<file path="src/rtl/search_arbiter.sv">
// search_arbiter: round-robin front end that lets NUM_REQ requesters share a
// single binary_search engine, one search at a time.
// Optional feature: define SEARCH_ARB_TIMEOUT_EN to add a WAIT-state watchdog
// that returns resp_err=1 and an all-ones index after TIMEOUT_CYCLES.
// Without the macro there is no watchdog and resp_err is constant 0.
module search_arbiter #(
  parameter int NUMBER_SIZE    = 32,
  parameter int INDEX_SIZE     = 5,
  parameter int NUM_REQ        = 4,
  parameter int TIMEOUT_CYCLES = 64,
  // The id needs at least one bit, so a single-requester build still has a port.
  localparam int ID_W = (NUM_REQ > 1) ? $clog2(NUM_REQ) : 1
) (
  input  logic                           clk,
  input  logic                           rst,
  input  logic [NUM_REQ-1:0]             req,
  input  logic [NUM_REQ*NUMBER_SIZE-1:0] target_in,
  output logic [NUM_REQ-1:0]             gnt,
  output logic                           resp_valid,
  output logic [ID_W-1:0]                resp_id,
  output logic [INDEX_SIZE-1:0]          resp_index,
  output logic                           resp_err,
  output logic                           busy,
  output logic                           eng_start,
  output logic [NUMBER_SIZE-1:0]         eng_target,
  input  logic [INDEX_SIZE-1:0]          eng_out,
  input  logic                           eng_done
);

  typedef enum logic [1:0] {
    IDLE,
    ISSUE,
    WAIT,
    RESP
  } state_t;

  state_t            state;
  logic [ID_W-1:0]   ptr;
  logic [ID_W-1:0]   winner;
  logic [NUM_REQ-1:0] gnt_onehot;

`ifdef SEARCH_ARB_TIMEOUT_EN
  localparam int CNT_W = $clog2(TIMEOUT_CYCLES + 1);
  logic [CNT_W-1:0] wait_cnt;
`else
  localparam int unused_timeout = TIMEOUT_CYCLES;
`endif

  // First requester at or after ptr, wrapping around; ptr itself if none asks.
  function automatic logic [ID_W-1:0] pick_winner(input logic [NUM_REQ-1:0] r,
                                                   input logic [ID_W-1:0]    p);
    logic [ID_W-1:0] w;
    logic [ID_W:0]   sum;
    w = p;
    // Scan from the farthest candidate back toward ptr so the nearest one wins.
    for (int k = NUM_REQ - 1; k >= 0; k--) begin
      sum = {1'b0, p} + (ID_W + 1)'(k);
      if (sum >= (ID_W + 1)'(NUM_REQ)) sum = sum - (ID_W + 1)'(NUM_REQ);
      if (r[sum[ID_W-1:0]]) w = sum[ID_W-1:0];
    end
    return w;
  endfunction

  // Round-robin choice among the currently asserted requests.
  always_comb begin
    winner = pick_winner(req, ptr);
  end

  // Completion pulse pattern for the requester being served.
  always_comb begin
    gnt_onehot          = '0;
    gnt_onehot[resp_id] = 1'b1;
  end

  assign busy = (state != IDLE);

`ifndef SEARCH_ARB_TIMEOUT_EN
  assign resp_err = 1'b0;
`endif

  // Main arbitration FSM; every output except busy/resp_err is registered here.
  always_ff @(posedge clk) begin
    if (rst) begin
      state      <= IDLE;
      ptr        <= '0;
      gnt        <= '0;
      resp_valid <= 1'b0;
      eng_start  <= 1'b0;
      resp_id    <= '0;
      resp_index <= '0;
      eng_target <= '0;
`ifdef SEARCH_ARB_TIMEOUT_EN
      resp_err   <= 1'b0;
      wait_cnt   <= '0;
`endif
    end else begin
      gnt        <= '0;
      resp_valid <= 1'b0;
      eng_start  <= 1'b0;
      unique case (state)
        IDLE: begin
          if (|req) begin
            resp_id    <= winner;
            eng_target <= target_in[winner*NUMBER_SIZE +: NUMBER_SIZE];
            eng_start  <= 1'b1;
            state      <= ISSUE;
          end
        end
        ISSUE: begin
`ifdef SEARCH_ARB_TIMEOUT_EN
          wait_cnt <= '0;
`endif
          state <= WAIT;
        end
        WAIT: begin
          if (eng_done) begin
            resp_index <= eng_out;
            resp_valid <= 1'b1;
            gnt        <= gnt_onehot;
`ifdef SEARCH_ARB_TIMEOUT_EN
            resp_err   <= 1'b0;
`endif
            state      <= RESP;
          end
`ifdef SEARCH_ARB_TIMEOUT_EN
          else if (wait_cnt == CNT_W'(TIMEOUT_CYCLES - 1)) begin
            resp_index <= '1;
            resp_valid <= 1'b1;
            gnt        <= gnt_onehot;
            resp_err   <= 1'b1;
            state      <= RESP;
          end else begin
            wait_cnt <= wait_cnt + 1'b1;
          end
`endif
        end
        RESP: begin
          if (resp_id == ID_W'(NUM_REQ - 1)) ptr <= '0;
          else                               ptr <= resp_id + 1'b1;
          state <= IDLE;
        end
        default: state <= IDLE;
      endcase
    end
  end

endmodule

</file>
<file path="config.mk">
export PLATFORM = sky130hd
export DESIGN_NAME = search_arbiter
export DESIGN_NICKNAME = d
export VERILOG_FILES = /design/src/rtl/search_arbiter.sv
export SDC_FILE = /design/constraint.sdc
export NUM_CORES = 1
export LEC_CHECK = 0
export ABC_AREA = 1
export CORE_MARGIN = 2
export CORE_UTILIZATION = 41
export CTS_CLUSTER_SIZE = 8
export DETAILED_ROUTE_END_ITERATION = 10
export GPL_ROUTABILITY_DRIVEN = 0
export PLACE_DENSITY = 0.93
export SLEW_MARGIN = 15
export SYNTH_ARGS = -nofsm -noshare
export SYNTH_HDL_FRONTEND = slang
export SYNTH_SLANG_ARGS = --single-unit
</file>
<file path="constraint.sdc">
create_clock -name clk -period 2.1 [get_ports clk]
set_clock_uncertainty 0.05 [all_clocks]
set_input_delay 0.42 -clock clk [delete_from_list [all_inputs] [get_ports clk]]
set_output_delay 0.42 -clock clk [all_outputs]
set_load 0.02 [all_outputs]
</file>
==> After elaboration in Yosys (flattened, before gate mapping) <==
Cells that the tools add are included.
Widths: inputs -> output; s select.
{ "totals": {"word_cells": 70, "inputBits": 140, "out_inout_bits": 47, "regBits": 49} }
{ "classes": {"eq_ne": 6, "shift": 1, "n_addsub": 8, "order_cmp": 10, "mux": 24, "bitwise": 3, "n_reduce_logical": 10} }
{ "op_table": {"columns": ["cell", "count"], "rows": [
  ["$shiftx 128x8->32", 1],
  ["$mux 2", 11],
  ["$lt 2x3->1 const B", 5],
  ["$ge 3x3->1 const B", 3],
  ["$bmux 1 s2", 4],
  ["$pmux 2 s4", 1],
  ["$sub 2x1->2 const B", 4],
  ["$mux 1", 7],
  ["$add 2x2->3 const B", 2],
  ["$eq 2x2->1 const B", 3],
  ["$reduce_and 2->1", 3],
  ["$ne 2x2->1 const B", 2],
  ["$reduce_or 2->1", 2],
  ["$reduce_or 4->1", 1],
  ["$add 2x1->3 const B", 1],
  ["$ge 2x3->1 const B", 1],
  ["$not 1->1", 3],
  ["$reduce_or 3->1", 1],
  ["$add 2x1->2 const B", 1],
  ["$demux 1 s2", 1],
  ["$eq 2x1->1 const B", 1],
  ["$ge 2x1->1 const B", 1],
  ["$logic_not 2->1", 1],
  ["$reduce_bool 2->1", 1],
  ["$logic_and 1x1->1", 1]
]} }

==> Depth between registers and ports, before layout <==
{ "depth": {"word_depth": 10, "ltp_mapped": 18, "ltp_nobuf": 15} }

==> Worst setup path after synthesis <==
Ideal clock, no wire load.
{ "synth_path": {"path_kind": "reg2reg", "from": "reg state[0]", "to": "reg eng_target[1]", "slack_ps": 314, "stages_incl_launch_ff": 10, "arrival_ps": 1627, "n_path_buf": 2, "setup_ps": 109, "cell_sequence": "dfxtp_1 inv_1 ha_1 inv_1 nor2_1 clkbuf_1 buf_1 nand3_1 nand2_1 inv_1"} }
{ "synth_between": {"elab_chain_cells": 2} }
{ "synth_lines": {"columns": ["element", "line", "rtl"], "rows": [
  ["start: declaration", "37", "state_t state;"],
  ["start signal: assignment", "84", "state <= IDLE;"],
  ["start signal: assignment", "106", "state <= ISSUE;"],
  ["start signal: assignment", "113", "state <= WAIT;"],
  ["$logic_not 2->1", "100", "unique case (state)"],
  ["$reduce_and 2->1 (no line)", null, null],
  ["end signal: assignment", "104", "eng_target <= target_in[winner*NUMBER_SIZE +: NUMBER_SIZE];"],
  ["end: declaration", "25", "output logic [NUMBER_SIZE-1:0] eng_target,"]
]} }
Every way passes these cells.
A chain may end at the register's enable or synchronous reset.

==> Worst setup path in the final report <==
{ "layout_path": {"from": "reg ptr[0]", "to": "reg eng_target[13]"} }
{ "layout_between": {"elab_chain_cells": 10} }
{ "layout_lines": {"columns": ["element", "line", "rtl"], "rows": [
  ["start: declaration", "38", "logic [ID_W-1:0] ptr;"],
  ["start signal: assignment", "139", "else ptr <= resp_id + 1'b1;"],
  ["$add 2x2->3", "57", "sum = {1'b0, p} + (ID_W + 1)'(k);"],
  ["$ge 3x3->1 or $sub 2x1->2 (tied branches)", "58", "if (sum >= (ID_W + 1)'(NUM_REQ)) sum = sum - (ID_W + 1)'(NUM_REQ);"],
  ["$mux 2", "58", null],
  ["$bmux 1 s2", "59", "if (r[sum[ID_W-1:0]]) w = sum[ID_W-1:0];"],
  ["$mux 1 (not written as such)", "59", null],
  ["$mux 2 (3 in series)", "59", null],
  ["$mux 2 (*)", "59", null],
  ["$shiftx 128x8->32 (*)", "104", null]
]} }
Every way passes the cells marked *; elsewhere a longest branch is shown, timed or not. The select of a mux whose other input is x is not followed.

==> run_results.csv <==
group,metric,value,unit
run_status,status,"finished, final reports clean",
yosys,syn-num-nets,830,
clock_tree,clock-root-buffer,"clkbuf_8",
finish,stdcell_count,975,
setup_path,path_max_fanout,9,
global_route,grt.overflow.total,0,
hold_path,worstHoldStart,"resp_index[1]",
clock_tree,cts_tree,"done",
yosys,synth.area.top_cells,"dfxtp_1, nand3_1, inv_1",
floorplanning,pin_count,187,
finish,area_delta_synth_final,63.5,%
drt,vias,4639,
timing,whs,419,ps
timing,max_freq,505,MHz
place,io_buffers,185,
place,placedInstanceArea,0.00585,mm2
drt,via_per_inst,4.76,
floorplanning,initial_core_util,0.418,
finish,num_antenna_cells,0,
timing,fin_crit,1980,ps
clock_tree,insertion_delay,310,ps
power_and_ir_drop,leakagePower,3.37,nW
drt,met3RoutedLength,1060,um
drt,ant_nets,0,
yosys,syn_inst,682,
power_and_ir_drop,vdd_drop_max,0.663,mV
hold_path,holdCritPathClass,"reg2reg",
clock_tree,ctsHoldBuffers,0,
setup_path,cp_data_arrival_time,2130,ps
global_route,grt_pass1_vias,4121,
place,place_inst,957,
finish,final_nets,1011,
drt,drc_errors,0,
floorplanning,die-area,0.0101,mm2
clock_tree,cts.sinks,49,
finish,final_cell_mix,"inv_1, clkdlybuf4s50_1, nand3_1",
yosys,synth_top_cell_by_area,"dfxtp_1",
drt,wire_per_inst,12.7,um
finish,final_area,0.00622,mm2
place,dp_slack,-304,ps
yosys,synth_seq_cells,49,
floorplanning,coreArea,0.00911,mm2
timing,setup_violations,0,
yosys,synth_warnings,0,
finish,seqCellArea,982,um2
floorplanning,die_h,100,um
global_route,grt_max_degree,40,
drt,wl_met2,5970,um
drt,dr.pass1.iters,5,
timing,fin_ws,119,ps
flow_run,cap_violations,0,
power_and_ir_drop,power_density,1190,mW/mm2
clock_tree,cts_inserted_buffers,5,
yosys,syn_avg_cell_area,5.58,um2
yosys,netlist-cell-type-count,23,
timing,drv_slew,0,
floorplanning,die_x,100,um
global_route,grt_usage,0.218,
setup_path,endpoint_kind,"flop",
setup_path,path_class,"reg2reg",
timing,hold_viol_final,0,
finish,drive_gt1_frac,0.0625,
clock_tree,cts_buffer_depth,2,
yosys,synth_top_area_share,0.258,
clock_tree,htreeDepth,2,
drt,wl_met1,5170,um
setup_path,crit_path_start,"ptr[0]",
floorplanning,rows,35,
drt,drt-initial-drc-count,224,
drt,drt-total-wl,12400,um
drt,top_layer_used,"met4",
yosys,synth-seq-area-share,0.258,
setup_path,startpoint_type,"flop",
setup_path,r2r_start,"ptr[0]",
timing,min_period_over_period,0.943,
finish,multi_input_area,0.00196,mm2
clock_tree,clkSlewWorstSetupHoldPaths,100,ps
global_route,grt_pass1_wl,18000,um
yosys,netlist_area,0.00380,mm2
finish,nFillCells,781,
global_route,antenna_found_initial,0,
place,dpl.hpwl,8320,um
setup_path,cp_data_required_time,2250,ps
[report_power, final]
part | switching (mW) | total [mW] | internal, mW
registers | 0.180 | 1.42 | 1.24
logic | 2.92 | 5.40 | 2.48
clock network | 0.361 | 0.603 | 0.242
[cells by family (layout without fill, tap and decap cells)]
logic type,Yosys count,count (layout),synth area share
fa+ha+maj,8,8,0.0263
compound gates,19,19,0.0312
simple gates,380,381,0.433
other cells,1,1,0.000986
buf+inv,225,406,0.251
flops,49,49,0.258
[layer usage]
layer / vias up / track usage
li1: 2388 / -
met1: 2046 / 0.254
met2: 193 / 0.390
met3: 12 / 0.0613
met4: 0 / 0.0590
met5: - / 0
[critical path: stages (launching register included)]
cell       delay [ps]
dfxtp_2           460
inv_4              90
nand2_1            90
nand3_1           110
nand2_1            80
inv_1              50
nand2_2            70
nand2_4            70
nand2_4            80
nand2_8           110
nand2_8           140
clkbuf_16         170
nand2_1            50
nand3_1            60
nand3_1            80
nand2_1            80
inv_1              40
[path summary, 6_finish.rpt]
check        slack [ps]              to  cells past startpoint
min                 420   resp_index[1]                      2
max                 120  eng_target[13]                     16
max reg2reg         120  eng_target[13]                     16
min reg2reg         420   resp_index[1]                      2
[final cells by class]
cell class	instances	area share
clock inverters	3	0.00402
inverters	184	0.111
well taps	111	0.0223
clock buffers	5	0.0111
repair buffers	214	0.379
flip-flops and latches	49	0.158
multi-input cells	409	0.314
[per-stage QoR]
step | setup TNS [ps] | power [mW] | utilization
6_report | 0 | 7.42 | 0.683
5_1_grt | -192 | 8.05 | 0.683
4_1_cts | 0 | 6.76 | 0.652
3_5_place_dp | -8690 | 6.15 | 0.642
3_3_place_gp | -6830 | 6.06 | 0.642
2_1_floorplan | 0 | 4.51 | -
[timing repair]
item                       4_1_cts  5_1_grt
setup endpoints to repair        1       32
pin swaps                        0        4
gates cloned                     0       10
setup buffers                    0        0
gates resized for setup          1       17
[flip-flops by register name, summed over array words and instances, names as in the netlist]
name,cells
eng_start,1
eng_target,32
gnt,4
ptr,2
resp_id,2
resp_index,5
resp_valid,1
state,2
[cell usage after synthesis, drive strengths merged]
cell	instances
inv	184
o21ai	4
dfxtp	49
nor4	1
o31a	1
a211oi	4
clkbuf	9
a21boi	1
ha	8
a21oi	9
nand2	140
nand3	165
nor2	74
conb	1
buf	32
No activity file was read; power rests on OpenSTA's default activity.
